--- src/rtl/clock_pkg.sv ---
// Shared definitions for the digital clock's time-setting path.
// Holds the mode encodings driven on set_time_ctrl.mode and the default timing constants.
package clock_pkg;

  typedef enum logic [1:0] {
    MODE_RUN      = 2'b00,
    MODE_SET_HOUR = 2'b01,
    MODE_SET_MIN  = 2'b10
  } mode_e;

  localparam int unsigned DefHoldMs   = 500;
  localparam int unsigned DefRepeatMs = 200;
  localparam int unsigned DefTimeoutS = 10;
  localparam int unsigned DefBlinkMs  = 250;

endpackage

--- src/rtl/key_repeat.sv ---
// Rising-edge detect plus press-and-hold auto-repeat for one debounced key.
// Ports:
//   clk      system clock
//   cr       synchronous active-high clear
//   tick_ms  1 kHz one-clk strobe, time base for hold/repeat
//   key      debounced key level
//   arm      1 = pulses allowed; 0 clears the counters and locks out a key held across it
//   pulse    combinational request, one per rise and one per hold/repeat expiry
module key_repeat
  import clock_pkg::*;
#(
  parameter int unsigned HOLD_MS   = DefHoldMs,
  parameter int unsigned REPEAT_MS = DefRepeatMs
) (
  input  logic clk,
  input  logic cr,
  input  logic tick_ms,
  input  logic key,
  input  logic arm,
  output logic pulse
);

  localparam int unsigned MaxMs = (HOLD_MS > REPEAT_MS) ? HOLD_MS : REPEAT_MS;
  localparam int unsigned CntW  = $clog2(MaxMs) + 1;
  localparam logic [CntW-1:0] HoldLast = CntW'(HOLD_MS - 1);
  localparam logic [CntW-1:0] RepLast  = CntW'(REPEAT_MS - 1);

  logic            key_q;
  logic            lock_q, lock_d;
  logic            rep_q, rep_d;
  logic [CntW-1:0] cnt_q, cnt_d;
  logic            rise, live, fire;

  always_comb begin
    rise  = key & ~key_q;
    live  = arm & key & ~lock_q;
    fire  = 1'b0;
    cnt_d = cnt_q;
    rep_d = rep_q;
    if (!live) begin
      cnt_d = '0;
      rep_d = 1'b0;
    end else if (tick_ms) begin
      if (cnt_q == (rep_q ? RepLast : HoldLast)) begin
        fire  = 1'b1;
        cnt_d = '0;
        rep_d = 1'b1;
      end else if (cnt_q != '1) begin
        cnt_d = cnt_q + 1'b1;
      end
    end
    pulse  = live & (rise | fire);
    // A key still held when arm drops stays locked until it is released.
    lock_d = key & (lock_q | ~arm);
  end

  always_ff @(posedge clk) begin
    if (cr) begin
      key_q  <= 1'b0;
      lock_q <= 1'b0;
      rep_q  <= 1'b0;
      cnt_q  <= '0;
    end else begin
      key_q  <= key;
      lock_q <= lock_d;
      rep_q  <= rep_d;
      cnt_q  <= cnt_d;
    end
  end

endmodule

--- src/rtl/set_time_ctrl.sv ---
// Mode/sequencing controller for the clock's time-setting path.
// RUN -> SET_HOUR -> SET_MIN -> RUN on each mode-button press, with increment pulses,
// auto-repeat, idle timeout back to RUN and digit blink masks. All outputs registered.
// Ports:
//   clk, cr               clock and synchronous active-high clear
//   tick_ms, tick_1hz     1 kHz and 1 Hz one-clk strobes
//   btn_mode, btn_inc     debounced button levels
//   run_en                seconds-timebase enable, 1 only in RUN
//   en                    one-clk increment pulse to the datapath
//   min_hour              1 = minute counter, 0 = hour counter
//   blink_hi, blink_lo    blank hour / minute digits this cycle
//   mode                  current state encoding
module set_time_ctrl
  import clock_pkg::*;
#(
  parameter int unsigned HOLD_MS   = DefHoldMs,
  parameter int unsigned REPEAT_MS = DefRepeatMs,
  parameter int unsigned TIMEOUT_S = DefTimeoutS,
  parameter int unsigned BLINK_MS  = DefBlinkMs
) (
  input  logic       clk,
  input  logic       cr,
  input  logic       tick_ms,
  input  logic       tick_1hz,
  input  logic       btn_mode,
  input  logic       btn_inc,
  output logic       run_en,
  output logic       en,
  output logic       min_hour,
  output logic       blink_hi,
  output logic       blink_lo,
  output logic [1:0] mode
);

  localparam int unsigned IdleW  = $clog2(TIMEOUT_S) + 1;
  localparam int unsigned BlinkW = $clog2(BLINK_MS) + 1;
  localparam logic [IdleW-1:0]  IdleLast  = IdleW'(TIMEOUT_S - 1);
  localparam logic [BlinkW-1:0] BlinkLast = BlinkW'(BLINK_MS - 1);

  mode_e             state_q, state_d;
  logic              btn_mode_q;
  logic [IdleW-1:0]  idle_q, idle_d;
  logic [BlinkW-1:0] blink_cnt_q, blink_cnt_d;
  logic              phase_q, phase_d;
  logic              min_hour_d;
  logic              mode_rise, in_set, timeout, arm, inc_pulse, entering;

  key_repeat #(
    .HOLD_MS  (HOLD_MS),
    .REPEAT_MS(REPEAT_MS)
  ) u_key_repeat (
    .clk    (clk),
    .cr     (cr),
    .tick_ms(tick_ms),
    .key    (btn_inc),
    .arm    (arm),
    .pulse  (inc_pulse)
  );

  always_comb begin
    mode_rise = btn_mode & ~btn_mode_q;
    in_set    = (state_q == MODE_SET_HOUR) || (state_q == MODE_SET_MIN);
    timeout   = in_set & tick_1hz & (idle_q == IdleLast);
    // Mode change or timeout in this clk drops any increment request.
    arm       = in_set & ~mode_rise & ~timeout;

    state_d = state_q;
    case (state_q)
      MODE_RUN:      if (mode_rise) state_d = MODE_SET_HOUR;
      MODE_SET_HOUR: begin
        if (timeout)        state_d = MODE_RUN;
        else if (mode_rise) state_d = MODE_SET_MIN;
      end
      MODE_SET_MIN:  if (timeout || mode_rise) state_d = MODE_RUN;
      default:       state_d = MODE_RUN;
    endcase

    min_hour_d = min_hour;
    if (state_d == MODE_SET_HOUR) min_hour_d = 1'b0;
    if (state_d == MODE_SET_MIN)  min_hour_d = 1'b1;

    idle_d = idle_q;
    if (!in_set || mode_rise || inc_pulse || timeout) begin
      idle_d = '0;
    end else if (tick_1hz && idle_q != '1) begin
      idle_d = idle_q + 1'b1;
    end

    entering    = (state_d != state_q);
    blink_cnt_d = blink_cnt_q;
    phase_d     = phase_q;
    if (state_d == MODE_RUN || entering) begin
      blink_cnt_d = '0;
      phase_d     = 1'b0;
    end else if (tick_ms) begin
      if (blink_cnt_q == BlinkLast) begin
        blink_cnt_d = '0;
        phase_d     = ~phase_q;
      end else begin
        blink_cnt_d = blink_cnt_q + 1'b1;
      end
    end
  end

  always_ff @(posedge clk) begin
    if (cr) begin
      state_q     <= MODE_RUN;
      btn_mode_q  <= 1'b0;
      idle_q      <= '0;
      blink_cnt_q <= '0;
      phase_q     <= 1'b0;
      run_en      <= 1'b1;
      en          <= 1'b0;
      min_hour    <= 1'b0;
      blink_hi    <= 1'b0;
      blink_lo    <= 1'b0;
    end else begin
      state_q     <= state_d;
      btn_mode_q  <= btn_mode;
      idle_q      <= idle_d;
      blink_cnt_q <= blink_cnt_d;
      phase_q     <= phase_d;
      run_en      <= (state_d == MODE_RUN);
      en          <= inc_pulse;
      min_hour    <= min_hour_d;
      // Digits stay visible while the inc button is held.
      blink_hi    <= (state_d == MODE_SET_HOUR) & phase_d & ~btn_inc;
      blink_lo    <= (state_d == MODE_SET_MIN) & phase_d & ~btn_inc;
    end
  end

  assign mode = state_q;

endmodule

--- config.mk ---
export PLATFORM = sky130hd
export DESIGN_NAME = set_time_ctrl
export DESIGN_NICKNAME = d
export VERILOG_FILES = /design/src/rtl/clock_pkg.sv /design/src/rtl/key_repeat.sv /design/src/rtl/set_time_ctrl.sv
export SDC_FILE = /design/constraint.sdc
export NUM_CORES = 1
export LEC_CHECK = 0
export CAP_MARGIN = 20
export CORE_ASPECT_RATIO = 1.75
export CORE_MARGIN = 1
export CORE_UTILIZATION = 61
export CTS_CLUSTER_DIAMETER = 50
export DETAILED_ROUTE_END_ITERATION = 8
export PLACE_DENSITY = 0.87
export SLEW_MARGIN = 40
export SYNTH_ARGS = -nofsm -noshare
export SYNTH_HDL_FRONTEND = slang
export SYNTH_SLANG_ARGS = --single-unit
--- constraint.sdc ---
create_clock -name clk -period 4.35 [get_ports clk]
set_input_delay 0.87 -clock clk [delete_from_list [all_inputs] [get_ports clk]]
set_output_delay 0.87 -clock clk [all_outputs]
set_load 0.01 [all_outputs]
# Word-level counts from Yosys, hierarchy flattened
# Cells that the tools add are included.
dict set report word_totals {
  register_bits 36
  word_cells 86
  out_inout_bits 7
}
dict set report classes {
  add_sub_neg 3
  bitwise_logic 25
  n_reduce_logical 17
  n_mux 17
  n_eq_ne 10
}
# op count
set op_table {}
lappend op_table {{2-to-1 mux 10 bit} 2}
lappend op_table {{2-to-1 mux 9 bit} 2}
lappend op_table {{bitwise AND 1 bit} 14}
lappend op_table {{adder 10 x 1 -> 10 bit (second input constant)} 1}
lappend op_table {{== test 10 bit} 1}
lappend op_table {{!= test 10 bit (second input constant)} 1}
lappend op_table {{adder 9 x 1 -> 9 bit (second input constant)} 1}
lappend op_table {{== test 9 x 8 -> 1 bit (second input constant)} 1}
lappend op_table {{NOT 1 bit} 9}
lappend op_table {{2-to-1 mux 1 bit} 8}
lappend op_table {{2-to-1 mux 2 bit} 4}
lappend op_table {{logical OR 1 bit} 6}
lappend op_table {{case mux 2 bit (3 select lines)} 1}
lappend op_table {{OR reduction 2 bit} 3}
lappend op_table {{adder 5 x 1 -> 5 bit (second input constant)} 1}
lappend op_table {{== test 5 x 4 -> 1 bit (second input constant)} 1}
lappend op_table {{!= test 5 bit (second input constant)} 1}
lappend op_table {{== test 2 x 1 -> 1 bit (second input constant)} 2}
lappend op_table {{== test 2 bit (second input constant)} 2}
lappend op_table {{logical NOT 2 bit} 2}
lappend op_table {{AND reduction 2 bit} 2}
lappend op_table {{nonzero test 2 bit} 2}
lappend op_table {{!= test 2 bit} 1}
lappend op_table {{OR 1 bit} 2}
lappend op_table {{other kinds (2)} 2}

# Longest topological paths before layout
# Gate-level depths: netlist of run 1.
dict set report depth {
  word_depth 14
  mapped_depth 12
  depth_no_buf 11
}

# Hierarchy
# A second synthesis of run 1 with hierarchy kept.
dict set report hier_totals {
  cells_unflattened 214
  area_unflattened_um2 1941.9
}
# mod area_each_um2 seq_area_each_um2 cells_each n_inst
set by_module_without_submodules {}
lappend by_module_without_submodules {set_time_ctrl 1182.4 460.4 128 1}
lappend by_module_without_submodules {key_repeat 759.5 260.2 86 1}

# Worst setup path before layout of run 1
# No wires, ideal clock.
dict set report synth_path {
  path_kind {register to register}
  from {reg state_q[1] (netlist: mode[1])}
  to {reg blink_cnt_q[1]}
  path_stages_with_launch 13
  arrival_time_ns 2.674
  path_slack_ns 1.588
  setup_time_ns 0.088
  path_cell_list {dfxtp_1 > inv_1 > ha_1 > nand4bb_4 > nor2_4 > nor2_1 > o21ai_0 > ha_1 > or2_1 > a211oi_1 > o211ai_1 > buf_6 > nor4_2}
}
dict set report synth_between {
  elab_chain_cells 10
  elab_cells_between_ends 16
}
# element line
set synth_lines {}
lappend synth_lines {{start, declared} set_time_ctrl.sv:40} ;# mode_e state_q, state_d;
lappend synth_lines {{start signal, assigned} set_time_ctrl.sv:118} ;# state_q <= state_d;
lappend synth_lines {{== test 2 x 1 -> 1 bit or == test 2 bit (tied branches)} {set_time_ctrl.sv:62, set_time_ctrl.sv:68}}
lappend synth_lines {{logical OR 1 bit} set_time_ctrl.sv:62} ;# in_set = (state_q == MODE_SET_HOUR) || (state_q == MODE_SET_MIN);
lappend synth_lines {{bitwise AND 1 bit (2 in a row)} set_time_ctrl.sv:63} ;# timeout = in_set & tick_1hz & (idle_q == IdleLast);
lappend synth_lines {{logical OR 1 bit} set_time_ctrl.sv:74} ;# MODE_SET_MIN: if (timeout || mode_rise) state_d = MODE_RUN;
lappend synth_lines {{2-to-1 mux 2 bit} set_time_ctrl.sv:74}
lappend synth_lines {{case mux 2 bit (3 select lines)} set_time_ctrl.sv:68} ;# case (state_q)
lappend synth_lines {{!= test 2 bit or logical NOT 2 bit (tied branches)} {set_time_ctrl.sv:89, set_time_ctrl.sv:92}}
lappend synth_lines {{logical OR 1 bit *} set_time_ctrl.sv:92} ;# if (state_d == MODE_RUN || entering) begin
lappend synth_lines {{OR reduction 2 bit (no source line) *} n/a}
lappend synth_lines {{end signal, assigned} set_time_ctrl.sv:121} ;# blink_cnt_q <= blink_cnt_d;
lappend synth_lines {{end, declared} set_time_ctrl.sv:43} ;# logic [BlinkW-1:0] blink_cnt_q, blink_cnt_d;
# Mark *: on every way between the ends. The rest lies on a longest branch, timed or not.
# A chain may end at the register's enable or synchronous reset.

# Final worst setup path of run 1
dict set report layout_path {
  from {in btn_mode}
  to {reg blink_cnt_q[5]}
}
dict set report layout_between {
  elab_chain_cells 7
  elab_cells_between_ends 11
}
# element line
set layout_lines {}
lappend layout_lines {{start, declared} set_time_ctrl.sv:25} ;# input logic btn_mode,
lappend layout_lines {{bitwise AND 1 bit *} set_time_ctrl.sv:61} ;# mode_rise = btn_mode & ~btn_mode_q;
lappend layout_lines {{2-to-1 mux 2 bit or logical OR 1 bit (tied branches)} {set_time_ctrl.sv:72, set_time_ctrl.sv:74}}
lappend layout_lines {{2-to-1 mux 2 bit, on equally long branches} {set_time_ctrl.sv:71, set_time_ctrl.sv:74}}
lappend layout_lines {{case mux 2 bit (3 select lines) *} set_time_ctrl.sv:68}
lappend layout_lines {{!= test 2 bit or logical NOT 2 bit (tied branches)} {set_time_ctrl.sv:89, set_time_ctrl.sv:92}}
lappend layout_lines {{logical OR 1 bit *} set_time_ctrl.sv:92}
lappend layout_lines {{OR reduction 2 bit (no source line) *} n/a}
# Marks and branches as above.

==> impl_metrics.json, run 1 <==
{
  "hold_violations": 0,
  "drt-vias-per-instance": 5.653,
  "numCtsBuffers": 5,
  "dp_cells": 254,
  "avgSynthCellArea_um2": 9.621,
  "power_leakage_nw": 0.7778,
  "instances_no_fill": 262,
  "synthDistinctLibCells": 49,
  "num_vias": 1481,
  "cts.sinks": 36,
  "yosysMostFrequentCell": "dfxtp_1",
  "core_um2": 3108,
  "synthTopCellsByArea": "dfxtp_1 (36%), ha_1 (8.2%), xor2_1 (5.3%), nor2_1 (4.9%), nor4_2 (4.4%)",
  "post_cts_hold_buffer_count": 0,
  "synth_fp_nets": 225,
  "synthFlopType": "dfxtp_1",
  "drt-wirelength-per-cell_um": 13.13,
  "cp-end-kind": "register",
  "antenna_cells": 0,
  "synthToLayoutAreaGrowth_pct": 11.62,
  "wirelength_um": 3439,
  "min_period_ps": 3131,
  "clk_latency_ps": 290,
  "max-slew-margin-rel": 0.5228,
  "setup-violations-final": 0,
  "globalRouteTotalUtil": 0.2351,
  "cp.required_ps": 4550,
  "synthArstFlopShare": 0,
  "p_per_area_nw_per_um2": 348.8,
  "ir_worst_vdd_uv": 267.8,
  "num_rows": 27,
  "fin_nets": 237,
  "cts_tree": "done",
  "drtIter0Drc": 33,
  "ys_seq_area_frac": 0.3636,
  "cts_root_buffer": "clkbuf_8",
  "overflow": 0,
  "startpoint_type": "input port",
  "cts_setup_buffers": 0,
  "max_clock_freq_mhz": 319.3,
  "antenna_found_initial": 0,
  "timing.setup.tns_ps": 0,
  "synthCells": 206,
  "drtPass1Iterations": 4,
  "dieHeight_um": 77.41,
  "post_cts_resized": 0,
  "worstSetupPathType": "in2reg",
  "dp_hpwl_um": 2511,
  "status": "completed",
  "synth_largest_area_cell": "dfxtp_1",
  "hold_depth": 2,
  "start_util": 0.6377,
  "place.gp.congestion": 0.8485,
  "final_max_slew_viol_count": 0,
  "ys_seq_elements": 36,
  "clk_pin_slew_ps": 70,
  "netlist_area_um2": 1982,
  "synth_common_cells": "dfxtp_1 (36), nor2_1 (26), ha_1 (13), nand2_1 (13), xor2_1 (12)",
  "worst_pin_slew_ps": 715.8,
  "crit_path_max_fanout": 12,
  "cap_viol_max_count": 0,
  "htree_levels": 2,
  "grt_pass1_wl_um": 6244,
  "post-route-period-util": 0.7199,
  "cts_buffer_depth": 2,
  "worstPathArrival_ps": 3330,
  "rsz0062_at_grt": "no",
  "first_global_vias": 1471,
  "synth_edf_count": 0,
  "synth_top_cell_area_share": 0.3636,
  "reg2reg_depth": 12,
  "synth_warnings": 0,
  "grt_max_degree": 15,
  "drc": 0,
  "drtAntennaViolNets": 0,
  "power_w": 0.0007716,
  "io_pins": 13,
  "skew_ps": 2.510,
  "die_area_um2": 3490,
  "fp.dieW_um": 45.09,
  "portBuffers": 12,
  "hp-class": "reg2reg",
  "drive_above_1_share": 0.1187
}
cells by family after synthesis:
| group | after synthesis | synth area share |
|---|---|---|
| flops | 36 | 0.3636 |
| buf+inv | 16 | 0.05429 |
| simple gates | 95 | 0.3056 |
| mux | 2 | 0.01010 |
| fa+ha+maj | 13 | 0.08207 |
| xor+xnor | 18 | 0.07954 |
| compound gates | 26 | 0.1048 |
metrics by stage:
step	cell area, um2	worst slack (ps)	util	hold WS, ps
2_1_floorplan	1982	1588	-	439.0
4_1_cts	2212	1189	0.7118	475.9
5_1_grt	2212	913.0	0.7118	499.6
6_report	2212	1219	0.7118	477.2
3_3_place_gp	2086	1021	0.6711	460.1
3_5_place_dp	2086	878.5	0.6711	465.6
state kept, by name, summed over array words and instances, names as in the netlist:
name	count
en	1
blink_lo	1
u_key_repeat.cnt_q	10
mode	2
btn_mode_q	1
min_hour	1
u_key_repeat.key_q	1
idle_q	5
blink_hi	1
u_key_repeat.lock_q	1
blink_cnt_q	9
run_en	1
u_key_repeat.rep_q	1
phase_q	1
worst max-delay path: stages:
cell and delay, ps:
clkdlybuf4s50_1 410, nand2b_1 250, a21oi_1 110, nor2_1 210
o21ai_0 240, ha_1 230, or2_1 240, a211oi_1 170
o211ai_1 110, buf_4 210, nor4_2 280
cells in the final DEF (no fill, tap or decap), types with 2 or more instances in the layout:
master,count
a211oi_1,2
a21oi_1,7
and3_1,3
and4_1,4
clkbuf_8,7
clkdlybuf4s50_1,12
dfxtp_1,36
ha_1,13
inv_1,8
mux2i_1,2
nand2_1,13
nand2b_1,5
nand3_1,4
nand3b_1,2
nand4_1,6
nor2_1,26
nor2b_1,6
nor3_1,3
nor3_2,3
nor4_1,3
nor4_2,7
o21ai_0,5
xnor2_1,6
xor2_1,12
area by class of cell:
cell class                      count  area [um2]
Timing Repair Buffer               13       127.6
Inverter                            8       30.03
Fill cell                         243       895.9
Sequential cell                    36       720.7
Tap cell                           43       53.80
Multi-Input combinational cell    154        1154
Clock buffer                        7       96.34
Clock inverter                      1       30.03
layer usage:
| layer | GRT usage | vias to the layer above | share of wire |
|---|---|---|---|
| li1 | - | 752 | - |
| met1 | 0.2645 | 704 | 0.43 |
| met2 | 0.4029 | 19 | 0.53 |
| met3 | 0.04186 | 6 | 0.022 |
| met4 | 0.1152 | 0 | 0.022 |
| met5 | 0 | - | 0 |
where the power goes:
| part | internal, W | total (W) | switching, W |
|---|---|---|---|
| combinational | 0.0000439 | 0.000103 | 0.0000588 |
| clock | 0.000202 | 0.000321 | 0.000119 |
| sequential | 0.000339 | 0.000348 | 0.00000951 |
| total | 0.000585 | 0.000772 | 0.000187 |
path summary, 6_finish.rpt:
| kind | from | to | slack, ps |
|---|---|---|---|
| worst max register to register | mode[1] | blink_cnt_q[5] | 1360 |
| worst min-delay path | u_key_repeat.rep_q | u_key_repeat.rep_q | 480 |
| worst min register to register | u_key_repeat.rep_q | u_key_repeat.rep_q | 480 |
| worst max-delay path | btn_mode | blink_cnt_q[5] | 1220 |
Note: power is estimated with default switching activity, not from simulation.
==> inputs of run 2 (changes only) <==
- CORE_UTILIZATION: 61 -> 53
- PLACE_DENSITY: 0.87 -> 0.81
- clock period: 4.35 -> 2.7 ns (I/O delays scaled with it)
==> run 2 against run 1 <==
Wire length increased by 8.8%. Critical path depth increased by 1. Register-to-register slack got worse by 1300 ps. Clock-buffer cell count decreased by 2. Largest power group unchanged. Sequential power increased by 61%. Non-clock buffer count increased by 13. Cell area increased by 5.1%. Flip-flop and latch count unchanged. Total power increased by 60%. First-iteration DRC count decreased by 24%.
==> impl_metrics.json, run 2 (synthesized netlist as in run 1, its figures left out) <==
{
  "status": "completed",
  "overflow": 0,
  "timing.setup.tns_ps": 0,
  "drtAntennaViolNets": 0,
  "place.gp.congestion": 0.8598,
  "io_pins": 13,
  "numCtsBuffers": 5,
  "cp_top_family": "simple AND/OR/NAND/NOR gates",
  "critPathSlowestCell": "dfxtp_4",
  "cts_tree": "done",
  "dp_hpwl_um": 2677,
  "fp.dieW_um": 48.23,
  "skew_ps": 11.07,
  "largest_reg_flops": 10,
  "place_ws_ps": -215.8,
  "largestRegisters": "u_key_repeat.cnt_q (10), blink_cnt_q (9), idle_q (5)",
  "max_clock_freq_mhz": 384.1,
  "cap_viol_max_count": 0,
  "setup_slack_ps": 96.38,
  "clk_latency_ps": 290,
  "power_leakage_nw": 0.8368,
  "wirelength_um": 3741,
  "cts.sinks": 36,
  "power_w": 0.001234,
  "antenna_found_initial": 0,
  "crit_path_max_fanout": 12,
  "fin_nets": 250,
  "num_vias": 1518,
  "instances_no_fill": 278,
  "first_global_vias": 1466,
  "drtPass1Iterations": 4,
  "grt_pass1_wl_um": 6285,
  "max_stage_delay_ps": 390,
  "crit_chain": "inv_1 -> ha_2 -> nand4bb_4 -> o21ai_1 -> nor2_1 -> o21ai_1 -> ha_1 -> or2_1 -> a211oi_1 -> o211ai_1 -> buf_6 -> nor4_4",
  "post_cts_hold_buffer_count": 0,
  "worstPathArrival_ps": 2790,
  "drtIter0Drc": 25,
  "htree_levels": 2,
  "cp.required_ps": 2890,
  "ir_worst_vdd_uv": 568.3,
  "layout.cells.most_common": "dfxtp_1",
  "drt-wirelength-per-cell_um": 13.46,
  "num_rows": 29,
  "cp-end-kind": "register",
  "cts_root_buffer": "clkbuf_8",
  "post-route-period-util": 0.9643,
  "hp-class": "reg2reg",
  "dieHeight_um": 82.90,
  "critical-path-top-cell-by-count": "o21ai_1",
  "grt_max_degree": 13,
  "worst_pin_slew_ps": 739.4,
  "hold_violations": 0,
  "final_max_slew_viol_count": 0,
  "min_period_ps": 2604,
  "globalRouteTotalUtil": 0.2140,
  "worstSetupPathType": "reg2reg",
  "p_per_area_nw_per_um2": 530.4,
  "layout_common_cells": "dfxtp_1 (34), nor2_1 (26), nand2_1 (13), buf_4 (13)",
  "setup-violations-final": 0,
  "startpoint_type": "register",
  "antenna_cells": 0,
  "dp_cells": 269,
  "synthToLayoutAreaGrowth_pct": 17.36,
  "cts_buffer_depth": 2,
  "start_util": 0.5517,
  "max-slew-margin-rel": 0.5071,
  "critical_path_buf_inv_count": 2,
  "clk_pin_slew_ps": 80,
  "core_um2": 3592,
  "drt-vias-per-instance": 5.460,
  "largest-register": "u_key_repeat.cnt_q",
  "die_area_um2": 3998,
  "fin_util": 0.6475,
  "drive_above_1_share": 0.1853,
  "drc": 0,
  "portBuffers": 12
}
-- run 2: routing by layer --
metal	routed length (um)	GRT usage	share of wire	vias to the layer above
met2	2046	0.3576	0.55	17
met3	71	0.04565	0.019	7
met4	80	0.07576	0.021	0
li1	-	-	-	777
met1	1542	0.2507	0.41	717
met5	0	0	0	-
-- run 2: cell type report --
class	instances	area [um2]
Fill cell	276	1266
Sequential cell	36	725.7
Clock buffer	5	68.82
Inverter	8	30.03
Timing Repair Buffer	26	229.0
Clock inverter	3	42.54
Tap cell	46	57.56
Multi-Input combinational cell	154	1172
-- run 2: report_power, final --
group          leakage [nW]  switching [W]  internal (W)  total (W)
logic                 0.490       0.000109     0.0000973   0.000206
clock network        0.0541       0.000196      0.000273   0.000469
registers             0.293      0.0000127      0.000546   0.000559
total                 0.837       0.000317      0.000917    0.00123
-- run 2: worst min-delay path, stage by stage, from the launching register on --
cell,delay [ps]
dfxtp_1,340
inv_1,60
a21oi_1,50
-- run 2: final timing paths --
kind | to | slack, ps | start | cells after the start
max reg2reg | blink_cnt_q[6] | 100 | mode[1] | 12
min reg2reg | u_key_repeat.rep_q | 490 | u_key_repeat.rep_q | 2
max | blink_cnt_q[6] | 100 | mode[1] | 12
min | u_key_repeat.rep_q | 490 | u_key_repeat.rep_q | 2
-- run 2: what timing repair did --
item                                    CTS  global route
pin swaps                                 0             1
resized for setup                         1             5
buffers inserted                          0             1
endpoints found under the setup margin    3             9
-- run 2: stage by stage --
stage	hold slack [ps]	cell area, um2
after floorplan	439.0	1984
after global placement	468.4	2182
after detailed placement	469.3	2182
after CTS	483.6	2296
after global routing	509.1	2326
final	485.8	2326
==> inputs of run 3 (changes only) <==
- SLEW_MARGIN: 40 -> unset
==> results of run 3 <==
Same layout as run 2: the final DEF is identical, and so are final timing and power.
